$ cat src/rtl/arb_pkg.sv
// Shared constants and types for the round-robin decoder arbiter.
package arb_pkg;

  localparam int unsigned NREQ   = 16;
  localparam int unsigned IDX_W  = 4;
  localparam int unsigned HOLD_W = 8;

  typedef logic [IDX_W-1:0]  idx_t;
  typedef logic [NREQ-1:0]   req_t;
  typedef logic [HOLD_W-1:0] hold_t;

  typedef enum logic {
    IDLE  = 1'b0,
    GRANT = 1'b1
  } arb_state_t;

endpackage

$ cat src/rtl/rr_priority_pick.sv
// Combinational round-robin pick: first set request at or after start, with wrap.
module rr_priority_pick
  import arb_pkg::*;
(
  input  logic [NREQ-1:0]  req,
  input  logic [IDX_W-1:0] start,
  output logic             found,
  output logic [IDX_W-1:0] idx
);

  logic [2*NREQ-1:0] dbl;
  logic [NREQ-1:0]   rot;
  logic [IDX_W-1:0]  off;

  // Rotate so start sits at bit 0, find the lowest set bit, then un-rotate.
  always_comb begin
    dbl   = {req, req};
    rot   = dbl[start +: NREQ];
    off   = '0;
    found = 1'b0;
    for (int i = NREQ - 1; i >= 0; i--) begin
      if (rot[i]) begin
        found = 1'b1;
        off   = IDX_W'(i);
      end
    end
    idx = start + off;
  end

endmodule

$ cat src/rtl/rr_decoder_arbiter.sv
// Round-robin arbiter that owns the select/enable of a 4:16 decoder.
// A grant is held until done or request withdrawal, followed by one
// decoder-disabled cycle. Optional forced release after MAX_HOLD cycles
// is enabled by defining ARB_TIMEOUT_EN.
module rr_decoder_arbiter
  import arb_pkg::*;
#(
  parameter int unsigned MAX_HOLD = 8
) (
  input  logic             clk,
  input  logic             rst_n,
  input  logic [NREQ-1:0]  req,
  input  logic             done,
  output logic [IDX_W-1:0] sel,
  output logic             dec_en,
  output logic             gnt_valid,
  output logic [NREQ-1:0]  grant,
  output logic             timeout
);

  // Counter saturates at the last cycle a grant may legally be held.
  localparam hold_t HOLD_LAST = HOLD_W'(MAX_HOLD - 1);

  arb_state_t state_q, state_d;
  idx_t       sel_q, sel_d;
  idx_t       last_q, last_d;
  hold_t      hold_q, hold_d;
  logic       dec_en_q, dec_en_d;
  logic       timeout_q, timeout_d;
  req_t       grant_q, grant_d;

  logic       pick_found_c;
  idx_t       pick_idx_c;
  logic       release_c;
  logic       force_c;

  rr_priority_pick u_pick (
    .req   (req),
    .start (last_q + IDX_W'(1)),
    .found (pick_found_c),
    .idx   (pick_idx_c)
  );

  // Normal release: holder signals done or drops its request.
  assign release_c = done | ~req[sel_q];

`ifdef ARB_TIMEOUT_EN
  assign force_c = (hold_q == HOLD_LAST);
`else
  assign force_c = 1'b0;
`endif

  // Next-state and next-output logic.
  always_comb begin
    state_d   = state_q;
    sel_d     = sel_q;
    last_d    = last_q;
    hold_d    = hold_q;
    dec_en_d  = dec_en_q;
    timeout_d = 1'b0;
    case (state_q)
      IDLE: begin
        dec_en_d = 1'b0;
        hold_d   = '0;
        if (pick_found_c) begin
          sel_d    = pick_idx_c;
          last_d   = pick_idx_c;
          dec_en_d = 1'b1;
          state_d  = GRANT;
        end
      end
      GRANT: begin
        dec_en_d = 1'b1;
        if (release_c || force_c) begin
          dec_en_d  = 1'b0;
          hold_d    = '0;
          state_d   = IDLE;
          timeout_d = force_c & ~release_c;
        end else if (hold_q != HOLD_LAST) begin
          hold_d = hold_q + HOLD_W'(1);
        end
      end
      default: begin
        state_d  = IDLE;
        dec_en_d = 1'b0;
      end
    endcase
    grant_d = dec_en_d ? (req_t'(1) << sel_d) : '0;
  end

  // State and output registers.
  always_ff @(posedge clk or negedge rst_n) begin
    if (!rst_n) begin
      state_q   <= IDLE;
      sel_q     <= '0;
      last_q    <= IDX_W'(NREQ - 1);
      hold_q    <= '0;
      dec_en_q  <= 1'b0;
      timeout_q <= 1'b0;
      grant_q   <= '0;
    end else begin
      state_q   <= state_d;
      sel_q     <= sel_d;
      last_q    <= last_d;
      hold_q    <= hold_d;
      dec_en_q  <= dec_en_d;
      timeout_q <= timeout_d;
      grant_q   <= grant_d;
    end
  end

  assign sel       = sel_q;
  assign dec_en    = dec_en_q;
  assign gnt_valid = dec_en_q;
  assign grant     = grant_q;
  assign timeout   = timeout_q;

endmodule
$ cat config.mk
export PLATFORM = sky130hd
export DESIGN_NAME = rr_decoder_arbiter
export DESIGN_NICKNAME = d
export VERILOG_FILES = /design/src/rtl/arb_pkg.sv /design/src/rtl/rr_priority_pick.sv /design/src/rtl/rr_decoder_arbiter.sv
export SDC_FILE = /design/constraint.sdc
export NUM_CORES = 1
export LEC_CHECK = 0
export BUFFER_PORTS_ARGS = -buffer_cell sky130_fd_sc_hd__buf_2
export CAP_MARGIN = 30
export CELL_PAD_IN_SITES_DETAIL_PLACEMENT = 0
export CELL_PAD_IN_SITES_GLOBAL_PLACEMENT = 2
export CORE_MARGIN = 4
export CORE_UTILIZATION = 35
export DETAILED_ROUTE_END_ITERATION = 10
export GPL_ROUTABILITY_DRIVEN = 1
export PLACE_DENSITY = 0.91
export SLEW_MARGIN = 20
export SYNTH_ARGS = -nofsm -noshare
export SYNTH_HDL_FRONTEND = slang
export SYNTH_SLANG_ARGS = --single-unit
$ cat constraint.sdc
create_clock -name clk -period 6.68 [get_ports clk]
set_clock_uncertainty 0.2 [all_clocks]
set_input_delay 2.004 -clock clk [delete_from_list [all_inputs] [get_ports clk]]
set_output_delay 2.004 -clock clk [all_outputs]
set_load 0.02 [all_outputs]
======== After elaboration in Yosys (flattened, before gate mapping) ========
Index checks and enable logic that the tools add are counted.
operators by class
  add/subtract/negate cells ............... 2
  magnitude comparators ................... 1
  shift operators ......................... 2
  multiplexer cells ....................... 40
  bitwise gates (word level) .............. 3
  reduce and logical (&&, ||, !) cells .... 1
operator list
  operator              count
  $mux 4                18
  $shiftx 32x5->16      1
  $mux 1                19
  $mux 16               1
  $shl 1x4->16 const A  1
  $lt 4x5->1 const B    1
  $add 4x1->4 const B   1
  $add 4x4->4           1
  $bmux 1 s4            1
  $not 1->1             2
  $pmux 1 s2            1
  $reduce_and 2->1      1
  $or 1x1->1            1
word-level totals
  bits in registers ....................... 25
  word-level logic and storage cells ...... 53

======== Longest topological paths before layout ========
  word-level depth ........................ 23
  gate-level depth with buffers ........... 19
  depth with buffers taken out ............ 16

======== Hierarchy ========
From an unflattened synthesis, not the netlist that was laid out.
second synthesis, totals
  cell total of the unflattened synthesis .. 250
  area, all modules ....................... 2555.0 µm²
modules (own cells, without submodules)
  module              instances  cells each  area each (µm²)  seq. area each (µm²)
  rr_priority_pick    1          129         1320.0           0.0
  rr_decoder_arbiter  1          121         1234.9           630.6

======== Least setup slack after synthesis ========
Ideal clock, no wire load.
  path kind ............................... input-to-reg
  start ................................... input port req[10]
  end ..................................... register grant_q[14], in the netlist grant[14]
  setup time .............................. 0.145 ns
  arrival time ............................ 5.071 ns
  required time ........................... 6.335 ns
  setup slack ............................. 1.264 ns
  stages .................................. 15
  buffers on the path ..................... 1
  cell sequence ........................... mux4_2 mux4_2 inv_1 a31oi_1 o21ba_2 o21ai_0 a41oi_1 ha_1 a21o_1 a21oi_1 xnor2_1 or4b_4 o221a_4 buf_6 nor3b_1
between the ends
  word-level cells in the longest chain between the ends .. 22
ends and longest elaborated chain
  element                line                       source
  start, declared        rr_decoder_arbiter.sv:12   input logic [NREQ-1:0] req,
  $shiftx 32x5->16 *     rr_priority_pick.sv:18     rot = dbl[start +: NREQ];
  $mux 4 (16 in a row)   rr_priority_pick.sv:22     if (rot[i]) begin
  $add 4x4->4            rr_priority_pick.sv:27     idx = start + off;
  $mux 4 *               rr_decoder_arbiter.sv:65   if (pick_found_c) begin
  $mux 4 *               rr_decoder_arbiter.sv:61   case (state_q)
  named net sel_d[3]     rr_decoder_arbiter.sv:25   idx_t sel_q, sel_d;
  $shl 1x4->16 *         rr_decoder_arbiter.sv:88   grant_d = dec_en_d ? (req_t'(1) << sel_d) : '0;
  $mux 16 *              rr_decoder_arbiter.sv:88
  named net grant_d[14]  rr_decoder_arbiter.sv:30   req_t grant_q, grant_d;
  end signal, assigned   rr_decoder_arbiter.sv:108  grant_q <= grant_d;
  end, declared          rr_decoder_arbiter.sv:30
Mark *: on every way through the listed nets, which the timed path passes. The rest lies on a longest branch. The select of a mux whose other input is x is not followed.
A chain may end at the register's enable or synchronous reset.

======== Final worst setup path ========
  start ................................... input port req[12]
  end ..................................... register grant_q[11], in the netlist grant[11]
between the ends
  word-level cells in the longest chain between the ends .. 22
ends and longest elaborated chain
  element                line
  $shiftx 32x5->16       rr_priority_pick.sv:18
  $mux 4 (16 in a row)   rr_priority_pick.sv:22
  $add 4x4->4            rr_priority_pick.sv:27
  $mux 4                 rr_decoder_arbiter.sv:65
  $mux 4                 rr_decoder_arbiter.sv:61
  $shl 1x4->16           rr_decoder_arbiter.sv:88
  $mux 16 *              rr_decoder_arbiter.sv:88
  named net grant_d[11]  rr_decoder_arbiter.sv:30
Marked as above.

==> results by group <==
Synth
  • Cells after Synth: between 200 and 250
  • Netlist cell types: 55
  • Area leader, netlist: dfrtp_1
  • Post-Syn Nets: between 200 and 300
  • Post-Synthesis Cell Area: 2310 sq um
  • Top post-synthesis cells by area: dfrtp_1, mux2i_1, mux4_2, dfstp_2, nand2_1
  • Most common cell in the synthesized netlist: mux2i_1
  • Yosys warnings: 0
  • Commonest cells in the netlist: mux2i_1, nand2_1, dfrtp_1
  • Ys flop type: dfrtp_1
  • Avg Inst Size Synth: approximately 9.9 sq um
  • Post-synth ARST share: 1.00
  • Yosys top cell area share: 0.227
  • Part of the Yosys area used for sequential elements: 0.273
  • Yosys reg bits: 25
  • Post-synth EDFFs: 0

Placed design
  • # port buffers: 40
  • Gp weighted congestion: approximately 0.88
  • Hpwl dp: roughly 4.5 mm

Critical path
  • CP endpoint kind: flop
  • Crit. Startpoint: req[12]
  • Worst R2R Path Depth: 16
  • Crit start category: input port
  • WS Path Type: in -> reg
  • Worst EP arrival: approximately 5.4 ns
  • CP required: around 6.6 ns
  • Crit path max fanout: 8
  • Reg-to-Reg Start: last_q[0]

Clock tree
  • TritonCTS clock tree: built
  • CTS resizes: 0
  • Clock tree buffer depth: 2
  • CTS Hold Bufs: 0
  • Worst-Skew Late Latency: around 0.27 ns
  • Clock sink count: 25
  • Post-CTS Setup Inserts: 0
  • CTS Buf Count: 3
  • Clock transition at path regs: 0.09 ns
  • CTS root buffer: clkbuf_8
  • H-tree depth: 1

Die
  • Full die area: around 8000 sq um
  • Die X-Extent: a little under 90 microns
  • Row cnt: 29
  • Initial core utilization: 0.362
  • Chip Height: 89.3 microns
  • Core area: about 6400 sq um
  • Ports: 42

Final layout
  • Antenna cell count: 0
  • Multi-input logic area: 1550 sq um
  • Fillers: 646
  • Share of post-route cells with drive strength above 1: 0.267
  • Layout area overhead: 11.7%
  • Sequential cell area: ~630 sq um
  • Nets: 291

Route
  • Via count: 1946
  • Routed WL per cell: ~17 microns
  • DRC: 0
  • DR iter-0 viols: 107
  • Post-Route WL: about 5.7 mm
  • Routed vias/inst: 5.67
  • ANT nets after route: 0
  • First-pass DRT Iterations: 4

STA
  • Endpoints failing hold: 0
  • Worst hold-check slack: 0.338 ns
  • Part of the cycle the worst path needs: 0.824
  • Relative slew slack: 0.411
  • Slew @ Worst Pin: between 0.8 and 0.9 ns
  • Max Slew Vio Count: 0
  • RSZ-0062 raised after global routing: no
  • Fin crit period: between 5 and 6 ns
  • Max Freq: 182 MHz
  • Final setup violating endpoints: 0
  • Final setup TNS: 0 ns

Job
  • Max cap viols: 0

Worst hold path
  • WHS Path Cells: 2
  • Worst hold path type: reg -> reg
  • Hold Startpoint: last_q[2]

Outcome
  • Status: finished, final reports clean

Global routing
  • Vias in the first global route: roughly 1900
  • Gr usage total: 0.149
  • Global-route wire length before repair: 9.45 mm
  • Initial antenna violation count: 0
  • Remaining Overflow, GRT: 0
  • Largest net degree at the start of global routing: 28
-- registers in the layout, indices dropped and copies added (netlist names) --
register,flops
grant,16
last_q,4
sel,4
dec_en,1
-- metrics by stage --
stage	utilization	area (sq um)	cells	setup WS [ns]
5_1_grt	0.405	2580	343	0.793
2_1_floorplan	-	2310	234	1.26
3_3_place_gp	0.397	2540	339	0.975
6_report	0.405	2580	343	1.18
4_1_cts	0.405	2580	343	1.22
3_5_place_dp	0.397	2540	339	0.929
-- worst max-delay path: stages --
cell and delay, ns:
buf_2 0.12, mux2i_1 0.10, mux2i_1 0.50, nor3b_1 0.23
o21ai_0 0.13, a31oi_1 0.22, o21ba_2 0.16, o21ai_0 0.08
a41oi_1 0.24, ha_1 0.20, inv_1 0.05, fa_1 0.37
xnor2_1 0.25, inv_1 0.07, a22oi_1 0.57, nor3b_1 0.12
-- per-layer routing --
layer / up-vias / share of wire / GRT usage / wire, microns
li1: 949 / - / - / -
met1: 963 / 0.49 / 0.218 / 2800
met2: 26 / 0.48 / 0.236 / 2780
met3: 8 / 0.014 / 0.0147 / 78
met4: 0 / 0.015 / 0.0379 / 85
met5: - / 0 / 0 / 0
-- worst paths after layout --
check / slack (ns) / endpoint
setup / recovery: 1.18 / grant[11]
hold / removal: 0.34 / last_q[2]
setup reg to reg: 1.22 / grant[11]
hold reg to reg: 0.34 / last_q[2]
max in group asynchronous: 4.42 / last_q[0]
min in group asynchronous: 1.49 / grant[4]
-- logic make-up (layout without fill, tap and decap cells) --
family,after synthesis,in the layout,share of synthesized area
flops,25,25,0.273
other cells,1,1,0.00162
mux,54,54,0.286
compound gates,51,51,0.162
fa+ha+maj,5,5,0.0303
simple gates,68,68,0.164
buf+inv,25,57,0.0568
xor+xnor,5,5,0.0271
-- cell usage in the layout, fill, tap and decap left out, drive strengths merged, types with 3 or more instances in the layout --
cell    count
a211oi      6
a21oi      11
a31oi       3
a32oi       5
buf        43
clkbuf      3
dfrtp      21
dfstp       4
ha          4
inv         9
mux2        3
mux2i      42
mux4        9
nand2      22
nand2b      5
nand3       3
nor2        7
nor2b       3
nor3        9
nor3b      11
o21ai       7
xnor2       3
-- layout make-up --
class,instances,share of cell area
clock inverter,1,0.00194
multi-input combinational,184,0.600
sequential,25,0.244
clock buffer,3,0.0160
inverter,10,0.0145
timing repair buffer,43,0.0862
tap,77,0.0373
Power is not shown: default switching activity piles up to over one toggle a cycle in this logic, so the estimate is an artifact.
